File: config.mk
export PLATFORM = sky130hd
export DESIGN_NAME = game_event_timer
export DESIGN_NICKNAME = d
export VERILOG_FILES = /design/src/rtl/game_event_timer.sv
export SDC_FILE = /design/constraint.sdc
export NUM_CORES = 1
export LEC_CHECK = 0
export CORE_MARGIN = 3
export CORE_UTILIZATION = 51
export CTS_BUF_LIST = sky130_fd_sc_hd__clkbuf_4 sky130_fd_sc_hd__clkbuf_8 sky130_fd_sc_hd__clkbuf_16
export DETAILED_ROUTE_END_ITERATION = 7
export PLACE_DENSITY_LB_ADDON = 0.1
export SLEW_MARGIN = 20
export SYNTH_ARGS = -nofsm -noshare
export SYNTH_HDL_FRONTEND = slang
export SYNTH_SLANG_ARGS = --single-unit
File: constraint.sdc
create_clock -name clk -period 3.2 [get_ports clk]
set_input_delay 0.64 -clock clk [delete_from_list [all_inputs] [get_ports clk]]
set_output_delay 0.64 -clock clk [all_outputs]
set_load 0.03 [all_outputs]
File: src/rtl/game_event_timer.sv
// Periodic game event generator tracking an absolute deadline in gameTime units.
// Events are handshaked; deadlines passing while an event is pending are counted.
module game_event_timer #(
  parameter int MISS_W = 8
) (
  input  logic              clk,
  input  logic              reset,
  input  logic [31:0]       gameTime,
  input  logic              cfg_enable,
  input  logic              cfg_write,
  input  logic [31:0]       cfg_period,
  output logic              event_valid,
  input  logic              event_ack,
  output logic [31:0]       event_time,
  output logic [MISS_W-1:0] missed_count,
  output logic              armed
);

  typedef enum logic [1:0] {
    S_IDLE,
    S_ARMED,
    S_PEND
  } state_t;

  state_t              r_state;
  state_t              w_state_nxt;
  logic [31:0]         r_period;
  logic [31:0]         r_deadline;
  logic                r_valid;
  logic [31:0]         r_time;
  logic [MISS_W-1:0]   r_missed;

  logic [31:0]         w_period_nxt;
  logic [31:0]         w_deadline_nxt;
  logic                w_valid_nxt;
  logic [31:0]         w_time_nxt;
  logic [MISS_W-1:0]   w_missed_nxt;

  logic [31:0]         w_diff;
  logic                w_due;
  logic                w_load;
  logic [31:0]         w_dl_step;
  logic [MISS_W-1:0]   w_missed_inc;

  // Signed difference keeps the deadline compare correct across 2^32 wrap.
  assign w_diff       = gameTime - r_deadline;
  assign w_due        = ($signed(w_diff) >= 0);
  assign w_load       = cfg_write && (cfg_period != 32'd0);
  assign w_dl_step    = r_deadline + r_period;
  assign w_missed_inc = (r_missed == {MISS_W{1'b1}}) ?
                        r_missed : r_missed + MISS_W'(1);

  always_ff @(posedge clk) begin
    if (reset) begin
      r_state <= S_IDLE;
    end else begin
      r_state <= w_state_nxt;
    end
  end

  always_comb begin
    w_state_nxt    = r_state;
    w_period_nxt   = r_period;
    w_deadline_nxt = r_deadline;
    w_valid_nxt    = r_valid;
    w_time_nxt     = r_time;
    w_missed_nxt   = r_missed;
    if (!cfg_enable) begin
      w_state_nxt = S_IDLE;
      w_valid_nxt = 1'b0;
    end else if (w_load) begin
      w_state_nxt    = S_ARMED;
      w_period_nxt   = cfg_period;
      w_deadline_nxt = gameTime + cfg_period;
      w_valid_nxt    = 1'b0;
      w_missed_nxt   = '0;
    end else begin
      unique case (r_state)
        S_ARMED: begin
          if (w_due) begin
            w_state_nxt    = S_PEND;
            w_valid_nxt    = 1'b1;
            w_time_nxt     = r_deadline;
            w_deadline_nxt = w_dl_step;
          end
        end
        S_PEND: begin
          if (event_ack && w_due) begin
            w_time_nxt     = r_deadline;
            w_deadline_nxt = w_dl_step;
          end else if (event_ack) begin
            w_state_nxt = S_ARMED;
            w_valid_nxt = 1'b0;
          end else if (w_due) begin
            w_deadline_nxt = w_dl_step;
            w_missed_nxt   = w_missed_inc;
          end
        end
        default: begin
          w_valid_nxt = 1'b0;
        end
      endcase
    end
  end

  always_ff @(posedge clk) begin
    if (reset) begin
      r_period   <= 32'd0;
      r_deadline <= 32'd0;
      r_valid    <= 1'b0;
      r_time     <= 32'd0;
      r_missed   <= '0;
    end else begin
      r_period   <= w_period_nxt;
      r_deadline <= w_deadline_nxt;
      r_valid    <= w_valid_nxt;
      r_time     <= w_time_nxt;
      r_missed   <= w_missed_nxt;
    end
  end

  always_comb begin
    armed        = (r_state != S_IDLE);
    event_valid  = r_valid;
    event_time   = r_time;
    missed_count = r_missed;
  end

endmodule
# --- Word level (Yosys, flattened, before mapping) ---
# Cells that the tools add are included.
op_classes:
  reduce_logical: 17
  magnitude_cmp: 1
  n_eq_ne: 14
  n_mux: 23
  bitwise: 2
  n_addsub: 4
op_table:
  columns: ["op", "n"]
  rows:
  - ["32-bit 2-to-1 mux", 6]
  - ["32-bit one-hot mux with 2 select lines", 2]
  - ["32-bit adder", 2]
  - ["8-bit 2-to-1 mux", 6]
  - ["32-bit by 1-bit >= comparator with 1-bit output (second input constant)", 1]
  - ["32-bit nonzero test", 1]
  - ["32-bit subtractor", 1]
  - ["2-bit != test (second input constant)", 6]
  - ["3-bit != test (second input constant)", 3]
  - ["8-bit by 1-bit adder with 8-bit output (second input constant)", 1]
  - ["8-bit == test (second input constant)", 1]
  - ["4-bit AND reduction", 2]
  - ["2-bit nonzero test", 4]
  - ["2-bit 2-to-1 mux", 3]
  - ["3-bit AND reduction", 2]
  - ["6-bit AND reduction", 1]
  - ["5-bit AND reduction", 1]
  - ["1-bit 2-to-1 mux", 4]
  - ["4-bit != test (second input constant)", 1]
  - ["2-bit one-hot mux with 2 select lines", 1]
  - ["3-bit nonzero test", 1]
  - ["3-bit OR reduction", 1]
  - ["2-bit by 1-bit == test with 1-bit output (second input constant)", 1]
  - ["2-bit == test (second input constant)", 1]
  - ["6 further kinds", 8]
word_totals:
  ff_bits: 107
  wordCells: 68
  in_bits: 69
  output_inout_bits: 42

# --- Depth between registers and ports, before layout ---
depth:
  word_depth: 7
  depth_mapped: 13
  ltp_nobuf: 12

# --- Worst setup path before layout ---
# No wires, ideal clock.
synth_path:
  path_type: "input to register"
  from: "in gameTime[16]"
  to: "reg r_deadline[27]"
  setup_ps: 123
  path_buffers: 0
  path_slack_ps: 148
  t_required_ps: 3077
  arrival_ps: 2930
  cell_stages: 10
  cell_sequence: "ha_1 > nand3_2 > or4_4 > or3_4 > o311ai_2 > o21ai_2 > o21ai_1 > xor2_1 > a221oi_1 > nor2_1"
synth_between:
  elab_chain_cells: 7
  word_cells_on_any_way: 11
  cone_classes: "2 x add/sub; 1 x order compare; 1 x eq/ne; 5 x mux; 2 x reduce/logical"
synth_lines:
  columns: ["element", "line", "text"]
  rows:
  - ["start, declared", "8", "input logic [31:0] gameTime,"]
  - ["32-bit subtractor", "46", "assign w_diff = gameTime - r_deadline;"]
  - ["32-bit by 1-bit >= comparator with 1-bit output", "47", "assign w_due = ($signed(w_diff) >= 0);"]
  - ["32-bit 2-to-1 mux (2 in series)", null, null]
  - ["32-bit 2-to-1 mux", "88", "if (event_ack && w_due) begin"]
  - ["32-bit one-hot mux with 2 select lines", "78", "unique case (r_state)"]
  - ["32-bit 2-to-1 mux", "71", "end else if (w_load) begin"]
  - ["end signal, assigned", "115", "r_deadline <= w_deadline_nxt;"]
  - ["end, declared", "28", "logic [31:0] r_deadline;"]
# Several ways; a longest one is shown, not always the timed one. The select of a mux whose other input is x is not followed.
# A chain may end at the register's enable or synchronous reset.

# --- Worst setup path after layout ---
layout_path:
  from: "in gameTime[28]"
  to: "reg r_deadline[24]"
layout_between:
  elab_chain_cells: 7
  word_cells_on_any_way: 10
  cone_classes: "1 x add/sub; 1 x order compare; 1 x eq/ne; 5 x mux; 2 x reduce/logical"
layout_lines:
  columns: ["element", "line"]
  rows:
  - ["32-bit subtractor *", "46"]
  - ["32-bit by 1-bit >= comparator with 1-bit output *", "47"]
  - ["32-bit 2-to-1 mux (2 in series)", null]
  - ["32-bit 2-to-1 mux", "88"]
  - ["32-bit one-hot mux with 2 select lines", "78"]
  - ["32-bit 2-to-1 mux", "71"]
# Mark *: on every way between the ends. The rest lies on a longest branch, timed or not. The select of a mux whose other input is x is not followed.

==> results.cfg <==
[synthesis]
synthSimpleGateAreaFrac_pct = 20.9
synthMuxAreaShare_pct = 0.483
yosysWarnings = 0
synth_adder_area_share_pct = 14.7
ys_seq_elements = 107
synth-main-ff-cell = dfxtp_1
synth_top_family_by_area = compound AO/OA/AOI/OAI gates
syn_nets = 1245
synthCells = 1080
synth_xor_area_share_pct = 6.02
synth_compound_area_share_pct = 26.7
ys_seq_area_share_pct = 25.8
async_flop_share_pct = 0
synth-edff-count = 0
syn_area_per_cell_um2 = 7.67
syn_area_um2 = 8290
synth_cell_types = 80

[power]
powerDensity_nw_per_um2 = 346
p_int_uw = 2610
combPwrFrac_pct = 36.5
p_leak_uw = 0.00494
p_sw_uw = 1370
p_seq_share_pct = 36.1
clkPwrFrac_pct = 27.4
vdd_ir_drop_max_mv = 0.285
switching_share_pct = 34.3

[timing]
worst_slew_margin_rel_pct = 46.6
fin_setup_tns_ps = 0
finalClockSkew_ps = 9.57
finalCriticalPeriod_ps = 3170
fin_ws_ps = 34.7
hold_viol = 0
timing.final.crit_share_pct = 98.9
setup_viol = 0
max_freq_mhz = 316
worst_pin_slew_ps = 800
finalMaxSlewViolations = 0
rsz0062_at_grt = true

[routing]
postRouteAntennaNets = 0
drc_errors = 0
via_per_inst = 6.02
post_drt_wl_per_cell_um = 18.3
drt-pass1-iter-count = 5
vias = 9271
detail_route.iter0.violations = 810
wl_um = 28200

[grt]
overflow = 0
antenna_found_initial = 0
grt_pass1_wl_um = 43400
grt_max_degree = 67
grt_pass1_vias = 8715
track_usage_pct = 30.1

[floorplan]
ios = 111
start_util_pct = 53.3
die_height_um = 133
core-area_um2 = 15500
die-area_um2 = 17800
dieWidth_um = 133
rows = 45

[final_layout]
final_cell_mix = nand2_1 (185), buf_4 (159), a21oi_1 (123)
fill_cells = 1247
final_common_cell = nand2_1
layout.nets = 1490
fin_cells = 1540
antenna_cells = 0
drive_gt1_share_pct = 20.5
area_delta_synth_final_pct = 38.6

[place]
dpl.hpwl_um = 20400
place_congestion = 0.919
io_buffers = 110
pre_cts_ws_ps = -867
dp.cells = 1517

[clocking]
ctsHoldBuffers = 0
cts_tree = built
insertion_delay_ps = 360
cts.path.max_buffers = 2
htree_levels = 3
path_clk_slew_ps = 70
cts_root_buffer = clkbuf_16
cts_sinks = 107
cts_made_buffers = 9

[run]
maxCapViolCount = 0

[worst_setup_path]
reg2regPathDepth = 12
critPathLaunchType = primary input
max_stage_delay_ps = 440
critPathArrivalTime_ps = 3430
critPathCapture = r_deadline[24]$_SDFFE_PP0P_
timing_worst_setup_path_type = in2reg
critPathCaptureType = flip-flop
crit_path_cell_trace = clkdlybuf4s50_1 > ha_1 > a21oi_1 > o21ai_2 > a2111o_1 > o2111a_1 > and3_4 > buf_4 > a2111oi_4 > nor4_1 > o32ai_1
worst-path-stages = 11
worstPathMaxFanout = 6
cp.required_ps = 3460
r2r_end = r_deadline[24]$_SDFFE_PP0P_
regToRegSetupSlack_ps = 140
crit_family = compound AO/OA/AOI/OAI gates
cp_slowest_cell = clkdlybuf4s50_1
rr_startpoint = r_period[0]$_SDFFE_PP0P_
startpoint = gameTime[28]
crit_buf_inv = 2

[status]
run_status = finished clean

[min_path]
hp-class = reg2reg
[cells by family after synthesis]
| family | count (synthesis) |
|---|---|
| flops | 107 |
| fa+ha+maj | 96 |
| simple gates | 369 |
| xor+xnor | 57 |
| mux | 4 |
| buf+inv | 100 |
| compound gates | 347 |
[synthesized netlist by cell type (13+ instances only)]
library cell / n / area (µm²)
a21o_1: 31 / 233
nand2_1: 187 / 702
xnor2_1: 29 / 254
ha_1: 94 / 1180
nor4_1: 16 / 100
xor2_1: 28 / 245
nand3_1: 26 / 130
dfxtp_1: 107 / 2140
inv_1: 56 / 210
a221oi_1: 13 / 114
nor2_1: 50 / 188
clkbuf_1: 27 / 101
a21oi_1: 137 / 686
a31oi_1: 14 / 87.6
o21ai_0: 50 / 250
and3_1: 13 / 81.3
[worst min path at each step]
stage / depth (start not counted) / slack [ps] / endpoint / startpoint
after detailed placement: 2 / 450 / event_time[16]$_SDFFE_PP0P_ / event_time[16]$_SDFFE_PP0P_
after CTS: 2 / 460 / event_time[16]$_SDFFE_PP0P_ / event_time[16]$_SDFFE_PP0P_
after global routing: 2 / 480 / event_time[31]$_SDFFE_PP0P_ / event_time[31]$_SDFFE_PP0P_
after floorplan: 2 / 440 / r_period[0]$_SDFFE_PP0P_ / r_period[0]$_SDFFE_PP0P_
after global placement: 2 / 440 / event_time[16]$_SDFFE_PP0P_ / event_time[16]$_SDFFE_PP0P_
final: 2 / 450 / event_time[15]$_SDFFE_PP0P_ / event_time[15]$_SDFFE_PP0P_
[state kept, by name, summed over array words and instances, names as in the netlist]
| name | cells |
|---|---|
| r_state | 2 |
| event_valid | 1 |
| event_time | 32 |
| r_period | 32 |
| r_deadline | 32 |
| missed_count | 8 |
[worst min-delay path, cell delays in order (launching register included)]
cell	delay, ps
dfxtp_1	310
nand2_1	50
a21oi_1	50
[metrics by stage]
| stage | cell area (µm²) | total power [µW] | hold slack [ps] | util [%] |
|---|---|---|---|---|
| after floorplan | 8290 | 2220 | 441 | - |
| after global placement | 10700 | 2760 | 440 | 68.6 |
| after detailed placement | 10700 | 2770 | 446 | 68.6 |
| after CTS | 11100 | 3870 | 455 | 71.4 |
| after global routing | 11500 | 4140 | 476 | 73.9 |
| final | 11500 | 3980 | 452 | 73.9 |
[metal layers]
layer	part of all wire (%)	GRT usage [%]	up-vias	wire length, µm
li1	-	-	4411	-
met1	42	39.4	4356	11900
met2	47	50.0	437	13200
met3	7.9	5.29	67	2230
met4	3.0	10.5	0	846
met5	0	0	-	0
[what timing repair did]
action,in CTS,in global routing
pin swaps,16,32
resized for setup,36,65
setup endpoints to repair,74,72
buffers inserted,1,6
gates cloned,0,1
[cell type report]
type	instances	area, µm²	share of cell area, %
Multi-Input combinational cell	873	6140	53.4
Sequential cell	107	2140	18.6
Clock inverter	5	40.0	0.349
Inverter	56	210	1.83
Timing Repair Buffer	278	2460	21.4
Tap cell	211	264	2.30
Clock buffer	10	239	2.08
[power groups by stage]
stage          combinational, µW  sequential (µW)  clock [µW]
5_1_grt                     1570             1440        1130
4_1_cts                     1340             1430        1090
3_3_place_gp                1290             1460           0
3_5_place_dp                1310             1460           0
6_report                    1450             1440        1090
2_1_floorplan                768             1450           0
(Power assumes the default switching activity.)
==> variant 1, RTL diff (config.mk and constraints unchanged) <==
Register the output `missed_count`, without a reset; this adds one clock of latency there. The other outputs are not delayed to match.
--- a/src/rtl/game_event_timer.sv
+++ b/src/rtl/game_event_timer.sv
@@ -23,2 +23,4 @@
   } state_t;
+
+  logic [MISS_W-1:0] missed_count_d;
 
@@ -125,3 +127,7 @@
     event_time   = r_time;
-    missed_count = r_missed;
+    missed_count_d = r_missed;
+  end
+
+  always_ff @(posedge clk) begin
+    missed_count <= missed_count_d;
   end
Check against the original RTL: not equivalent (Yosys sat finds a counterexample within 4 cycles, from zero or initial values and one cycle with reset high).
==> variant 1 against the unedited design <==
Count of clock-buffer cells in the layout is 7 higher; setup slack better by 0.00078 ns; critical path type unchanged; clock skew is 0.0026 ns lower; routed wire length is 0.85% lower; area after synthesis is 3.2% lower; cell area is 1.9% higher; power is 23% higher; first-iteration DRC count is 1.2% lower; sequential cell count is 8 higher; clock power is 72% higher.
==> variant 1: results (changes against the unedited design) <==
dpl_worst_slack_ns: -0.729  # +0.138 ns
ir_worst_vdd_uv: 409  # +44%
wire_per_inst_um: 18.3  # +0.26%
r2r_start: "r_deadline[4]"
outcome: "finished clean"
synth_compound_area_frac: 0.248  # -0.0186
met1_length_mm: 11.7  # -2.1%
place_inst: 1476  # -2.7%
grt_pass1_wl_mm: 42.4  # -2.3%
reg2reg_depth: 11  # -1
first_global_vias: 8488  # -2.6%
r2r-end: "r_deadline[31]"
r2r_slack_ns: 0.06  # -0.08 ns
htreeDepth: 4  # +1
seq_area_frac_synth: 0.287  # +0.0285
path_clk_slew_ns: 0.06
cp_max_fo: 16  # +10
fin_worst_skew_ns: 0.00700  # -0.00257 ns
muxShareOfSynthArea: 0.00250  # -0.00234
switching_share: 0.329  # -0.0141
drive_gt1_frac: 0.220  # +0.0148
drtIter0Drc: 800  # -1.2%
synth_xor_area_frac: 0.0710  # +0.0107
synth_cell_type_count: 60  # -25%
clk_path_buf_depth: 2  # unchanged
wl_met3_mm: 2.03  # -8.8%
groute.usage.overall: 0.304  # +0.00281
leakage_nw: 4.93  # -0.21%
clk-insertion-delay-late_ns: 0.43  # +0.07 ns
syn_nets: 1205  # -3.2%
nFillCells: 1130  # -9.4%
fmaxAchievable_ghz: 0.316  # about the same
power_sequential_mw: 1.54  # +7%
met2_usage: 0.505  # +0.00516
cts_buffers: 17  # +8
crit_path_end: "event_time[19]"
syn_inst: 1040  # -3.7%
vias: 8883  # -4.2%
grt_max_degree: 41  # -39%
hpwl_mm: 19.6  # -4.0%
worstMarginPinSlew_ns: 0.566  # -0.234 ns
synthAdderAreaFrac: 0.152  # +0.00485
whs_path_depth: 0  # -2
ys_top_cells_by_count: "187 x nand2_1, 136 x a21oi_1, 115 x dfxtp_1"
met2_length_mm: 13.3  # +0.98%
cp.arrival_ns: 3.47  # +0.04 ns
grtUsageMet1: 0.379  # -0.0151
gp_congestion: 0.892  # -3.0%
routed_via_density: 5.83  # -3.1%
ys_top_cells_by_area: "dfxtp_1 29%, ha_1 15%, nand2_1 8.7%"
post_dp_cell_area_um2: 10500  # -1.7%
grt.met3_usage: 0.0735  # +0.0206
cp-startpoint: "gameTime[15]"
regArea_um2: 2310  # +7.9%
==> variant 1: cells by family after synthesis <==
| kind of cell | count (synthesis) |
|---|---|
| buffers and inverters | 89 |
| AO/OA/AOI/OAI | 318 |
| flip-flops | 115 |
| multiplexers | 2 |
| adder cells (fa/ha/maj) | 96 |
| XOR/XNOR | 65 |
| AND/OR/NAND/NOR | 355 |
==> variant 1: cell type report <==
class | instances | area share
Sequential cell | 115 | 0.197
Timing Repair Buffer | 280 | 0.212
Tap cell | 211 | 0.0225
Multi-Input combinational cell | 836 | 0.503
Clock buffer | 17 | 0.0363
Inverter | 49 | 0.0157
Clock inverter | 15 | 0.0126
==> variant 1: stage by stage <==
step                       TNS, ns  total power [mW]
after floorplan                  0              2.28
after global placement      -44.65              2.81
after detailed placement    -49.07              2.83
after CTS                 -0.00525              4.80
after global routing        -0.423              5.07
final                            0              4.88
==> variant 1: worst max-delay path: stages <==
cell           delay, ns
dlygate4sd2_1       0.27
ha_1                0.24
a211oi_4            0.24
nor2_2              0.10
a2111o_1            0.44
o31ai_4             0.27
xnor2_2             0.12
or2_1               0.25
buf_4               0.15
or3_4               0.41
buf_12              0.17
nand2_1             0.09
a21oi_2             0.06
==> variant 1: what timing repair did <==
action / CTS / global route
pin swaps: 36 / 25
cloned: 2 / 2
resized for setup: 86 / 46
endpoints found under the setup margin: 72 / 49
setup buffers: 9 / 5
hold endpoints to repair: 0 / 0
==> variant 1: worst min path at each step <==
stage                       from              end  slack, ns
2_1_floorplan  missed_count_d[7]  missed_count[7]       0.36
3_3_place_gp   missed_count_d[7]  missed_count[7]       0.37
3_5_place_dp   missed_count_d[7]  missed_count[7]       0.37
4_1_cts        missed_count_d[7]  missed_count[7]       0.38
5_1_grt        missed_count_d[7]  missed_count[7]       0.39
6_report       missed_count_d[7]  missed_count[7]       0.38
==> variant 2, RTL diff (config.mk and constraints unchanged) <==
Made on the original files. Change the parameter `MISS_W` from 8 to 9.
--- a/src/rtl/game_event_timer.sv
+++ b/src/rtl/game_event_timer.sv
@@ -3,3 +3,3 @@
 module game_event_timer #(
-  parameter int MISS_W = 8
+  parameter int MISS_W = 9
 ) (
Ports: changed (resized missed_count); port bits go from 111 to 112. No check against the original RTL was run, so the function may have changed too.
==> variant 2 against the unedited design <==
Via count down 3.3%; count of clock-buffer cells in the layout down 1; register-to-register slack worse by 0.08 ns; routed wire length is 2.5% lower; sequential share of layout area increased by 0.34 points; power is 1.2% higher; die area shrank 3.0%; setup slack worse by 0.0017 ns; cell area is 0.63% lower; sequential cell count up 1; synthesized cell count down 4.1%; area after synthesis decreased by 3.2%; non-clock buffer count up 10; critical path type unchanged; highest routed layer unchanged.
==> variant 2: results (changes against the unedited design) <==
drive_gt1_frac: 0.216  # +0.0116
multiInputCombCellCount: 833  # -4.6%
wl_mm: 27.5  # -2.5%
syn_nets: 1202  # -3.5%
syn_area_per_cell_um2: 7.75  # +0.93%
ir_worst_vdd_uv: 270  # -5.0%
grt.met3_usage: 0.0467  # -0.00616
crit_slowest_cell: "a2111oi_2"
synth_seq_cells: 108  # +0.93%
muxShareOfSynthArea: 0.00125  # -0.00358
nets: 1456  # -2.3%
crit_path_end: "r_deadline[20]"
n_all_buffers: 288  # +3.6%
synth_xor_area_frac: 0.0697  # +0.00947
synth_compound_area_frac: 0.273  # +0.00674
leakage_nw: 5.00  # +1.2%
inverters_excl_clock: 50  # -11%
clock_buffers: 9  # -1
io_buffers: 111  # +0.91%
r2r_slack_ns: 0.06  # -0.08 ns
seq_area_frac_synth: 0.269  # +0.0110
hpwl_mm: 20.5  # +0.24%
vias: 8962  # -3.3%
nFillCells: 1195  # -4.2%
outcome: "finished clean"
cp-startpoint: "gameTime[1]"
-- variant 2: cell count changes after synthesis, sizes merged, moves of 6 or more --
cell	unedited run	this run
o21ai	58	43
nand3	28	16
clkbuf	32	39
inv	56	49
nand2	187	180
nor4	16	9
xor2	28	35
nand2b	6	12
nand4	12	18
or2	8	2
-- variant 2: per-stage QoR --
stage | total power [mW] | setup slack, ns | setup TNS [ns] | cell area (um^2) | utilization
after CTS | 3.92 | 0.000653 | 0 | 11000 | 0.715
after global placement | 2.76 | -0.495 | -32.89 | 10600 | 0.691
after detailed placement | 2.78 | -0.527 | -35.58 | 10600 | 0.691
after floorplan | 2.19 | 0.113 | 0 | 8020 | -
final | 4.03 | 0.0329 | 0 | 11400 | 0.745
after global routing | 4.20 | -0.0977 | -0.411 | 11400 | 0.745
-- variant 2: report_power, final --
part,switching (mW),internal [mW],total (mW)
clock network,0.575,0.542,1.12
registers,0.0474,1.40,1.45
logic,0.767,0.696,1.46
total,1.39,2.64,4.03
